==> src/rtl/alu_issuer.sv <==
`default_nettype none
// ============================================================================
// Module   : alu_issuer
// Purpose  : Queues upstream ALU commands in a small FIFO and issues them one
//            at a time to a handshake-style ALU. Exactly one operation is in
//            flight. Each result is held as a response until it is accepted.
// Revision : 1.0 - initial release
//
// Ports
//   i_clk, i_rst_n           clock, synchronous active-low reset
//   i_cmd_valid/o_cmd_ready  upstream command handshake
//   i_cmd_inst/a/b           upstream opcode and operands
//   o_alu_in_valid           one-cycle issue strobe to the ALU
//   i_alu_busy               ALU busy; blocks issue while high
//   o_alu_inst/data_a/b      issued opcode/operands (held between issues)
//   i_alu_out_valid/data     ALU result strobe and value
//   o_rsp_valid/i_rsp_ready  response handshake
//   o_rsp_inst/data/err      response opcode, result, watchdog flag
//   o_fifo_cnt               command FIFO occupancy
//
// Build option
//   ALU_ISSUER_TIMEOUT_EN    if defined, a watchdog ends WAIT_RES after
//                            TIMEOUT cycles with an error response
// ============================================================================
module alu_issuer #(
   parameter int INST_W     = 4,
   parameter int DATA_W     = 16,
   parameter int FIFO_DEPTH = 4,
   parameter int TIMEOUT    = 64
) (
   input  logic                          i_clk,
   input  logic                          i_rst_n,
   input  logic                          i_cmd_valid,
   output logic                          o_cmd_ready,
   input  logic [INST_W-1:0]             i_cmd_inst,
   input  logic [DATA_W-1:0]             i_cmd_a,
   input  logic [DATA_W-1:0]             i_cmd_b,
   output logic                          o_alu_in_valid,
   input  logic                          i_alu_busy,
   output logic [INST_W-1:0]             o_alu_inst,
   output logic [DATA_W-1:0]             o_alu_data_a,
   output logic [DATA_W-1:0]             o_alu_data_b,
   input  logic                          i_alu_out_valid,
   input  logic [DATA_W-1:0]             i_alu_data,
   output logic                          o_rsp_valid,
   input  logic                          i_rsp_ready,
   output logic [INST_W-1:0]             o_rsp_inst,
   output logic [DATA_W-1:0]             o_rsp_data,
   output logic                          o_rsp_err,
   output logic [$clog2(FIFO_DEPTH):0]   o_fifo_cnt
);

   localparam int c_AW = $clog2(FIFO_DEPTH);
   localparam int c_CW = c_AW + 1;

   localparam logic [1:0] c_ST_IDLE  = 2'd0;
   localparam logic [1:0] c_ST_ISSUE = 2'd1;
   localparam logic [1:0] c_ST_WAIT  = 2'd2;
   localparam logic [1:0] c_ST_RESP  = 2'd3;

   logic [1:0]        r_state;
   logic [1:0]        w_state_nxt;

   logic [INST_W-1:0] r_mem_inst [FIFO_DEPTH];
   logic [DATA_W-1:0] r_mem_a    [FIFO_DEPTH];
   logic [DATA_W-1:0] r_mem_b    [FIFO_DEPTH];
   logic [c_AW-1:0]   r_wr_ptr;
   logic [c_AW-1:0]   r_rd_ptr;
   logic [c_CW-1:0]   r_cnt;

   logic              w_push;
   logic              w_pop;
   logic              w_empty;
   logic              w_full;
   logic              w_res_ok;
   logic              w_timeout;
   logic              w_start;

   logic [INST_W-1:0] r_alu_inst;
   logic [DATA_W-1:0] r_alu_a;
   logic [DATA_W-1:0] r_alu_b;
   logic [INST_W-1:0] r_rsp_inst;
   logic [DATA_W-1:0] r_rsp_data;

   // ---------------- command FIFO ----------------
   assign w_full      = (r_cnt == c_CW'(FIFO_DEPTH));
   assign w_empty     = (r_cnt == '0);
   assign o_cmd_ready = ~w_full;
   assign o_fifo_cnt  = r_cnt;
   assign w_push      = i_cmd_valid & ~w_full;
   // ISSUE is only entered with a non-empty FIFO, so this pop never underflows
   assign w_pop       = (r_state == c_ST_ISSUE);

   always_ff @(posedge i_clk) begin
      if (w_push) begin
         r_mem_inst[r_wr_ptr] <= i_cmd_inst;
         r_mem_a[r_wr_ptr]    <= i_cmd_a;
         r_mem_b[r_wr_ptr]    <= i_cmd_b;
      end
   end

   // Power-of-two depth: pointers wrap by natural overflow
   always_ff @(posedge i_clk) begin
      if (!i_rst_n) begin
         r_wr_ptr <= '0;
         r_rd_ptr <= '0;
         r_cnt    <= '0;
      end else begin
         if (w_push) r_wr_ptr <= r_wr_ptr + 1'b1;
         if (w_pop)  r_rd_ptr <= r_rd_ptr + 1'b1;
         case ({w_push, w_pop})
            2'b10:   r_cnt <= r_cnt + 1'b1;
            2'b01:   r_cnt <= r_cnt - 1'b1;
            default: r_cnt <= r_cnt;
         endcase
      end
   end

   // ---------------- watchdog ----------------
   assign w_res_ok = (r_state == c_ST_WAIT) & i_alu_out_valid;

`ifdef ALU_ISSUER_TIMEOUT_EN
   localparam int                 c_WDW     = $clog2(TIMEOUT + 1);
   localparam logic [c_WDW-1:0]   c_WD_LAST = c_WDW'(TIMEOUT - 1);

   logic [c_WDW-1:0] r_wd_cnt;
   logic             r_rsp_err;

   // Cleared while issuing so it starts from zero on WAIT_RES entry
   always_ff @(posedge i_clk) begin
      if (!i_rst_n)                     r_wd_cnt <= '0;
      else if (r_state == c_ST_ISSUE)   r_wd_cnt <= '0;
      else if ((r_state == c_ST_WAIT) && !i_alu_out_valid)
                                        r_wd_cnt <= r_wd_cnt + 1'b1;
   end

   // Fires on the WAIT_RES cycle in which the count reaches TIMEOUT
   assign w_timeout = (r_state == c_ST_WAIT) & ~i_alu_out_valid &
                      (r_wd_cnt == c_WD_LAST);

   always_ff @(posedge i_clk) begin
      if (!i_rst_n)       r_rsp_err <= 1'b0;
      else if (w_res_ok)  r_rsp_err <= 1'b0;
      else if (w_timeout) r_rsp_err <= 1'b1;
   end

   assign o_rsp_err = r_rsp_err;
`else
   logic w_unused_timeout;
   assign w_unused_timeout = |32'(TIMEOUT);
   assign w_timeout        = 1'b0;
   assign o_rsp_err        = 1'b0;
`endif

   // ---------------- FSM: state register ----------------
   always_ff @(posedge i_clk) begin
      if (!i_rst_n) r_state <= c_ST_IDLE;
      else          r_state <= w_state_nxt;
   end

   // ---------------- FSM: next state ----------------
   always_comb begin
      w_state_nxt = r_state;
      case (r_state)
         c_ST_IDLE:  if (!w_empty && !i_alu_busy)   w_state_nxt = c_ST_ISSUE;
         c_ST_ISSUE:                                w_state_nxt = c_ST_WAIT;
         c_ST_WAIT:  if (w_res_ok || w_timeout)     w_state_nxt = c_ST_RESP;
         c_ST_RESP:  if (i_rsp_ready)               w_state_nxt = c_ST_IDLE;
         default:                                   w_state_nxt = c_ST_IDLE;
      endcase
   end

   // ---------------- FSM: outputs ----------------
   always_comb begin
      o_alu_in_valid = (r_state == c_ST_ISSUE);
      o_rsp_valid    = (r_state == c_ST_RESP);
   end

   // ---------------- datapath registers ----------------
   // Operands are latched from the FIFO head on the way into ISSUE, so they
   // match the head during ISSUE and hold afterwards.
   assign w_start = (r_state == c_ST_IDLE) && (w_state_nxt == c_ST_ISSUE);

   always_ff @(posedge i_clk) begin
      if (!i_rst_n) begin
         r_alu_inst <= '0;
         r_alu_a    <= '0;
         r_alu_b    <= '0;
         r_rsp_inst <= '0;
         r_rsp_data <= '0;
      end else begin
         if (w_start) begin
            r_alu_inst <= r_mem_inst[r_rd_ptr];
            r_alu_a    <= r_mem_a[r_rd_ptr];
            r_alu_b    <= r_mem_b[r_rd_ptr];
         end
         if (w_res_ok) begin
            r_rsp_inst <= r_alu_inst;
            r_rsp_data <= i_alu_data;
         end else if (w_timeout) begin
            r_rsp_inst <= r_alu_inst;
            r_rsp_data <= '0;
         end
      end
   end

   assign o_alu_inst   = r_alu_inst;
   assign o_alu_data_a = r_alu_a;
   assign o_alu_data_b = r_alu_b;
   assign o_rsp_inst   = r_rsp_inst;
   assign o_rsp_data   = r_rsp_data;

endmodule
`default_nettype wire
==> config.mk <==
export PLATFORM = sky130hd
export DESIGN_NAME = alu_issuer
export DESIGN_NICKNAME = d
export VERILOG_FILES = /design/src/rtl/alu_issuer.sv
export SDC_FILE = /design/constraint.sdc
export NUM_CORES = 1
export LEC_CHECK = 0
export ABC_AREA = 1
export BUFFER_PORTS_ARGS = -buffer_cell sky130_fd_sc_hd__buf_2
export CORE_MARGIN = 4
export CORE_UTILIZATION = 40
export CTS_BUF_LIST = sky130_fd_sc_hd__clkbuf_8
export DETAILED_ROUTE_END_ITERATION = 8
export PLACE_DENSITY = 0.67
export SKIP_LAST_GASP = 1
export SLEW_MARGIN = 20
export SYNTH_ARGS = -nofsm -noshare
export SYNTH_HDL_FRONTEND = slang
export SYNTH_SLANG_ARGS = --single-unit
==> constraint.sdc <==
create_clock -name i_clk -period 5 [get_ports i_clk]
set_input_delay 1 -clock i_clk [delete_from_list [all_inputs] [get_ports i_clk]]
set_output_delay 1 -clock i_clk [all_outputs]
set_load 0.01 [all_outputs]
==> results of run 1 <==
-- report_power, final --
part	switching (uW)	internal, uW	total, uW
Clock	651	735	1390
Sequential	96.9	2010	2110
Combinational	440	251	691
Total	1190	3000	4190
-- cell families after synthesis --
kind of cell,count (synthesis),synth area share
other,1,0.0004287
adders and majority gates,6,0.009441
buffers and inverters,257,0.1229
DFF,209,0.6431
AOI/OAI and AO/OA,54,0.03090
and+or+nand+nor,421,0.1932
-- area by class of cell --
class	instances	area, um2
Multi-Input combinational cell	482	2082
Inverter	215	807.0
Sequential cell	209	5630
Clock buffer	40	550.5
Tap cell	275	344.1
Timing Repair Buffer	126	740.7
Fill cell	1961	11020
Clock inverter	26	110.1
-- layout by cell type, fill, tap and decap left out --
| cell type | n |
|---|---|
| nand2_1 | 261 |
| buf_2 | 119 |
| nor2_1 | 76 |
| clkbuf_8 | 40 |
| dfxtp_4 | 1 |
| dfxtp_2 | 1 |
| o21ai_0 | 25 |
| clkinvlp_4 | 2 |
| conb_1 | 1 |
| clkinv_1 | 5 |
| nand3_1 | 76 |
| ha_1 | 5 |
| a21oi_1 | 29 |
| nand3b_1 | 1 |
| nor2_4 | 4 |
| buf_12 | 1 |
| inv_1 | 226 |
| fa_1 | 1 |
| nand2_4 | 1 |
| inv_2 | 4 |
| nor2_2 | 1 |
| nand3_2 | 1 |
| edfxtp_1 | 144 |
| dfxtp_1 | 63 |
| buf_4 | 2 |
| clkinv_2 | 4 |
| buf_16 | 4 |
-- state kept, by name (all words and copies together), names as in the netlist --
signal / count
o_fifo_cnt: 3
o_rsp_inst: 4
r_rd_ptr: 2
r_wr_ptr: 2
r_state: 2
o_rsp_data: 16
o_alu_data_b: 16
o_alu_data_a: 16
r_mem_inst: 16
o_alu_inst: 4
r_mem_a: 64
r_mem_b: 64
-- layer usage --
metal,track usage,vias up
li1,-,3146
met1,0.1732,2676
met2,0.2533,143
met3,0.03856,28
met4,0.04544,4
met5,0,-
-- path summary, 6_finish.rpt --
path,cells after the start,startpoint,end,slack [ps]
worst max register to register,7,r_rd_ptr[0],o_alu_data_a[15],2660
worst min-delay path,2,o_rsp_data[6],o_rsp_data[6],440
worst max-delay path,3,r_state[0],o_alu_in_valid,2570
worst min register to register,2,o_rsp_data[6],o_rsp_data[6],440
-- cell usage after synthesis --
library cell / instances / share of area
a21oi_1: 29 / 0.017
buf_2: 16 / 0.0092
buf_4: 10 / 0.0086
buf_6: 7 / 0.0090
clkbuf_1: 9 / 0.0039
conb_1: 1 / 0.00043
dfxtp_1: 65 / 0.15
edfxtp_1: 144 / 0.49
fa_1: 1 / 0.0023
ha_1: 5 / 0.0072
inv_1: 211 / 0.091
inv_2: 4 / 0.0017
nand2_1: 261 / 0.11
nand2_4: 1 / 0.0013
nand3_1: 77 / 0.044
nand3b_1: 1 / 0.00086
nor2_1: 80 / 0.034
nor2_2: 1 / 0.00072
o21ai_0: 25 / 0.014
-- through the flow --
| step | cells | hold slack, ps |
|---|---|---|
| CTS | 1373 | 442.9 |
| finish | 1373 | 442.2 |
| global placement | 1302 | 429.2 |
| detailed placement | 1307 | 433.7 |
| global route | 1373 | 461.4 |
| floorplan | 948 | 467.1 |
-- worst reg2reg max path, delay by kind of cell (launching register included) --
| kind | cells | cell delay (ps) |
|---|---|---|
| AND/OR/NAND/NOR | 5 | 520 |
| buffers and inverters | 2 | 850 |
| flip-flops | 1 | 910 |
==> key figures, run 1 <==
STA
  • Max Slew Vio Count: 0
  • Final cycle utilization of the critical path: 0.4858
  • Minimum clock period: 2429 ps
  • Post-route setup TNS: 0 ps
  • Worst setup margin: 2571 ps
  • Slew @ Worst Pin: 915.4 ps
  • RSZ-0062 raised after global routing: false
  • Max_slew headroom: 0.3897
  • Fmax: between 0.4 and 0.5 GHz
  • Hold Fails Final Rpt: 0
  • Clock skew: about 24 ps
  • Final setup viols: 0

CTS
  • CTS tree: done
  • Latest clock arrival within the worst-skew pair: slightly above 500 ps
  • # Post-CTS Setup Buffers: 0
  • # H-tree levels: 2
  • Clk root buf: clkbuf_8
  • # clock sinks: 209
  • Hold buffers post-CTS: 0
  • Max Root-Sink Buffers: 3
  • Number of CTS-inserted buffers: 36
  • Post-CTS sizing: 0
  • Worst-path clk slew: 60 ps

Layout
  • Fin nets: 1134
  • Final instance area: 10260 um2
  • Diodes inserted: 0
  • Final Core Density: 0.4822
  • Area Growth Syn to Fin: 17.35%
  • Share of cells above drive strength 1: 0.1685

Synthesis
  • Yosys cell types: 19
  • Post-synthesis net count: 1012
  • FF+latch count, synth: approximately 210
  • Syn Std Cell Area: 8747 um2
  • Sequential share of the synthesized area: 0.6431
  • Mapped Cells: 948
  • Mapped Avg Cell Area: 9.227 um2
  • Yosys synthesis warning count: 0

Routing
  • Wire per inst: 12.82 um
  • First-pass detailed-route iteration total: 5
  • Vias post-DR: 5997
  • Top sig layer: met5
  • Residual DRC count: 0
  • Met2 WL: 8580 um
  • Post-Route WL: ~18000 um
  • Initial DRC count: 340
  • Routed wl met3: 1005 um
  • WL met1: between 7000 and 8000 um
  • Vias per cell: 4.368
  • Routed Antenna Nets: 0

Global routing
  • Initial antenna violation count: 2
  • First-pass GRT wire length: 28120 um
  • GR Overflow Total: 0
  • Total Routing Usage GR: 0.1443
  • Vias in the first global route: 5697
  • Pin count of the biggest net entering global routing: 77

Worst setup path
  • Largest stage delay on the critical path: 350 ps
  • Critical Path Start Type: register
  • Critical path, cell by cell: inv_2, nor2_1, buf_2
  • Crit-path slowest cell: dfxtp_1
  • CP delay by family, top: flip-flops
  • Arrival time of the worst setup path: 1430 ps
  • CP bufs+invs: 2
  • Critical Path End Type: primary output
  • Worst path required time: 4000 ps
  • Worst-path fanout max: 5
  • Critical path class: reg -> out

Die
  • Die extent in y: 155.9 um
  • Core area: 21290 um2
  • FP Rows: 53
  • Initial Util: 0.4109
  • # IOs: around 120
  • Die area: between 20000 and 25000 um2
  • Die Width: 155.9 um

Place
  • Port Buffers: 119
  • Final Wtd Congestion: 0.7525
  • DP HPWL: 10880 um
  • Dpl ws: roughly 2300 ps
  • Area after DPL: 9604 um2

Run status
  • Status: completed

Power
  • Power per cell area: 407.8 nW/um2
  • Leak: 0.004941 uW
  • Max VDD drop: 163.9 uV
  • Tot Pwr: 4186 uW

Hold path
  • Hold Crit Class: reg -> reg

Job
  • Number of max-cap violations: 0
Power figures use the tool's default switching activity.
==> run 2: changes to the inputs <==
- ABC_AREA: 1 -> 0
- PLACE_DENSITY: 0.67 -> 0.7
- clock period: 5 -> 2.2 ns (I/O delays scaled with it)
==> run 2 against run 1 <==
Via count is 29% lower. Total power is 130% higher. Clock skew is 10 ps lower. Critical path depth is 1 lower. Critical endpoint is now o_cmd_ready. Clock-buffer cell count is 4 lower. Sequential share of layout area is 7.0 points higher. Clock power is 110% higher. First-iteration DRC count is 42% lower. Wire length is 15% lower. Flip-flop and latch count stayed put. Global-route usage is 0.45 points lower.
==> key figures, run 2 <==
Run status
  • Status: completed (unchanged)

Worst setup path
  • CP delay by family, top: simple AND/OR/NAND/NOR gates (was flip-flops)
  • RR Startpoint: o_fifo_cnt[0] (was r_rd_ptr[0])
  • Critical Path End Type: primary output (unchanged)
  • Critical Path Start Type: register (unchanged)
  • Worst r2r path cells: 7 (unchanged)
  • Largest stage delay on the critical path: 600 ps (was 350 ps)
  • Reg-to-reg setup timing slack: 160 ps (was 2660 ps)
  • R2r endpoint: o_fifo_cnt[2] (was o_alu_data_a[15])
  • CP bufs+invs: 1 (was 2)
  • Critical path class: reg -> out (unchanged)
  • CP Launch Point: o_fifo_cnt[0] (was r_state[0])
  • Crit-path slowest cell: or3b_2 (was dfxtp_1)
  • Worst-path fanout max: 10 (was 5)
  • Critical path, cell by cell: or3b_2, buf_2 (was inv_2, nor2_1, buf_2)
  • Worst path required time: 1760 ps (was 4000 ps)
  • Arrival time of the worst setup path: 1640 ps (was 1430 ps)

Global routing
  • Total Routing Usage GR: 0.1398 (was 0.1443)
  • First-pass GRT wire length: 23650 um (was 28120 um)
  • Initial antenna violation count: 3 (was 2)
  • Vias in the first global route: 4488 (was 5697)
  • GR Overflow Total: 0 (unchanged)
  • Pin count of the biggest net entering global routing: 37 (was 77)

Layout
  • Share of cells above drive strength 1: 0.3573 (was 0.1685)
  • Commonest non-fill, non-tap cell in the layout: edfxtp_1 (was nand2_1)
  • Final instance area: 9102 um2 (was 10260 um2)
  • Biggest regs: r_mem_a: 64 flops, r_mem_b: 64 flops (unchanged)
  • Fin nets: 654 (was 1134)
  • Most frequent cells in the layout: 144 x edfxtp_1, 119 x buf_2, 78 x nand2_1, 63 x dfxtp_1 (was 261 x nand2_1, 226 x inv_1, 144 x edfxtp_1, 119 x buf_2)
  • Area Growth Syn to Fin: 18.62% (was 17.35%)

Die
  • # IOs: 121 (unchanged)
  • Die extent in y: 146.5 um (was 155.9 um)
  • Die Width: 146.5 um (was 155.9 um)
  • FP Rows: 50 (was 53)
  • Die area: 21460 um2 (was 24300 um2)
  • Initial Util: 0.4089 (was 0.4109)
  • Core area: 18770 um2 (was 21290 um2)

Routing
  • Routed Antenna Nets: 0 (unchanged)
  • Vias post-DR: 4271 (was 5997)
  • First-pass detailed-route iteration total: 5 (unchanged)
  • Residual DRC count: 0 (unchanged)
  • Vias per cell: 5.037 (was 4.368)
  • Wire per inst: 17.66 um (was 12.82 um)
  • Initial DRC count: 198 (was 340)
  • Post-Route WL: 14970 um (was 17600 um)

Synthesis
  • Top post-synthesis cells by area: edfxtp_1 56%, dfxtp_1 17%, mux4_2 11% (was edfxtp_1 49%, dfxtp_1 15%, nand2_1 11%)
  • Sequential share of the synthesized area: 0.7331 (was 0.6431)
  • Mapped Avg Cell Area: 16.98 um2 (was 9.227 um2)
  • Top FF cell, synth: edfxtp_1 (unchanged)
  • Post-synth EDFFs: 144 (unchanged)
  • Post-synthesis net count: 516 (was 1012)
  • Yosys cell types: 37 (was 19)
  • Top cell type's share of synthesized area: 0.5635 (was 0.4943)
  • Yosys top cell by area: edfxtp_1 (unchanged)
  • Yosys synthesis warning count: 0 (unchanged)
  • Post-synth top cells: 144 x edfxtp_1, 78 x nand2_1, 65 x dfxtp_1 (was 261 x nand2_1, 211 x inv_1, 144 x edfxtp_1)
  • FF+latch count, synth: 209 (unchanged)
  • Syn Std Cell Area: 7674 um2 (was 8747 um2)
  • Count leader, synth: edfxtp_1 (was nand2_1)
  • Post-synth ARST share: 0 (unchanged)
  • Mapped Cells: 452 (was 948)

Hold path
  • Hold Crit Class: in -> reg (was reg -> reg)
  • WHS Endpoint: r_state[1] (was o_rsp_data[6])
  • Worst hold start: i_rsp_ready (was o_rsp_data[6])
  • Worst hold stages: 2 (unchanged)

CTS
  • # clock sinks: 209 (unchanged)
  • Hold buffers post-CTS: 0 (unchanged)
  • Post-CTS sizing: 0 (unchanged)
  • Number of CTS-inserted buffers: 35 (was 36)
  • # H-tree levels: 2 (unchanged)
  • Clk root buf: clkbuf_8 (unchanged)
  • Max Root-Sink Buffers: 3 (unchanged)
  • Worst-path clk slew: 50 ps (was 60 ps)
  • # Post-CTS Setup Buffers: 0 (unchanged)
  • CTS tree: done (unchanged)
  • Latest clock arrival within the worst-skew pair: 500 ps (was 510 ps)

STA
  • Slew @ Worst Pin: 998.3 ps (was 915.4 ps)
  • Final cycle utilization of the critical path: 0.9440
  • Minimum clock period: 2077 ps
  • Final setup viols: 0 (unchanged)
  • Hold WS: 131.4 ps (was 442.2 ps)
  • Fmax: 0.4815 GHz
  • Max_slew headroom: 0.3345 (was 0.3897)
  • Hold Fails Final Rpt: 0 (unchanged)
  • Post-route setup TNS: 0 ps (unchanged)
  • RSZ-0062 raised after global routing: false (unchanged)
  • Max Slew Vio Count: 0 (unchanged)
  • Clock skew: 14.34 ps (was 24.40 ps)

Power
  • Sequential power share: 0.511 (was 0.504)
  • Clock share of power: 0.302 (was 0.331)
  • Max VDD drop: 415.6 uV (was 163.9 uV)
  • NetSw: 2636 uW (was 1187 uW)
  • Switch share: 0.2727 (was 0.2836)
  • Leak: 0.003300 uW (was 0.004941 uW)
  • Power per cell area: 1062 nW/um2 (was 407.8 nW/um2)
  • Logic pwr share: 0.188 (was 0.165)
  • Pint: 7031 uW (was 2999 uW)

Place
  • DP HPWL: 9401 um (was 10880 um)
  • Area after DPL: 8507 um2 (was 9604 um2)
  • Final Wtd Congestion: 0.7817 (was 0.7525)
  • Port Buffers: 119 (unchanged)

Job
  • Number of max-cap violations: 0 (unchanged)
[run 2: changes by cell type in the layout (fill, tap and decap cells not counted), moves of 5 or more]
cell | previous run | this run
nand2_1 | 261 | 78
mux4_2 | 0 | 36
nor2_1 | 76 | 4
o21ai_0 | 25 | 3
o2bb2ai_1 | 0 | 34
nand3_1 | 76 | 2
inv_1 | 226 | 16
a21oi_1 | 29 | 24
[run 2: logic make-up after synthesis]
logic type / Yosys count / synth area share
multiplexers: 37 / 0.1070
AND/OR/NAND/NOR: 98 / 0.05609
buffers and inverters: 31 / 0.02478
adder cells (fa/ha/maj): 6 / 0.01076
flip-flops: 209 / 0.7331
AO/OA/AOI/OAI: 66 / 0.06326
other: 1 / 0.0004887
XOR/XNOR: 4 / 0.004566
[run 2: per-layer routing]
layer / global-route usage / vias up / part of all wire
li1: - / 2013 / -
met1: 0.1692 / 2067 / 0.40
met2: 0.2336 / 149 / 0.49
met3: 0.04531 / 36 / 0.087
met4: 0.05456 / 6 / 0.023
met5: 0 / - / 0.0015
[run 2: power by group through the flow]
stage          logic (uW)  clock network [uW]  registers [uW]
6_report             1810                2920            4940
5_1_grt              1990                3200            5000
4_1_cts              1860                3010            4950
3_5_place_dp         1860                   0            5030
3_3_place_gp         1820                   0            4990
2_1_floorplan        1180                   0            5020
[run 2: how the worst max path moves through the flow]
stage / end / slack, ps / depth (start not counted)
CTS: o_cmd_ready / 90 / 2
finish: o_cmd_ready / 120 / 2
detailed placement: r_mem_b[1][7] / 160 / 2
floorplan: r_mem_a[0][0] / 70 / 3
global placement: o_fifo_cnt[2] / 240 / 7
global route: o_fifo_cnt[2] / 50 / 7
[run 2: per-stage QoR]
step / power [uW] / utilization / std cells / worst slack (ps)
after detailed placement: 6888 / 0.4533 / 787 / 160.3
after global routing: 10190 / 0.4849 / 847 / 47.10
final: 9667 / 0.4850 / 848 / 123.2
after floorplan: 6202 / - / 452 / 70.17
after CTS: 9824 / 0.4849 / 847 / 91.09
after global placement: 6818 / 0.4533 / 787 / 237.5
[run 2: cell type report]
cell class	instances	area, um2
Sequential cell	209	5630
Inverter	4	15.01
Tap cell	234	292.8
Antenna cell	1	2.502
Timing Repair Buffer	128	700.7
Multi-Input combinational cell	212	1868
Clock buffer	36	495.5
Clock inverter	24	97.59
Fill cell	1601	9666
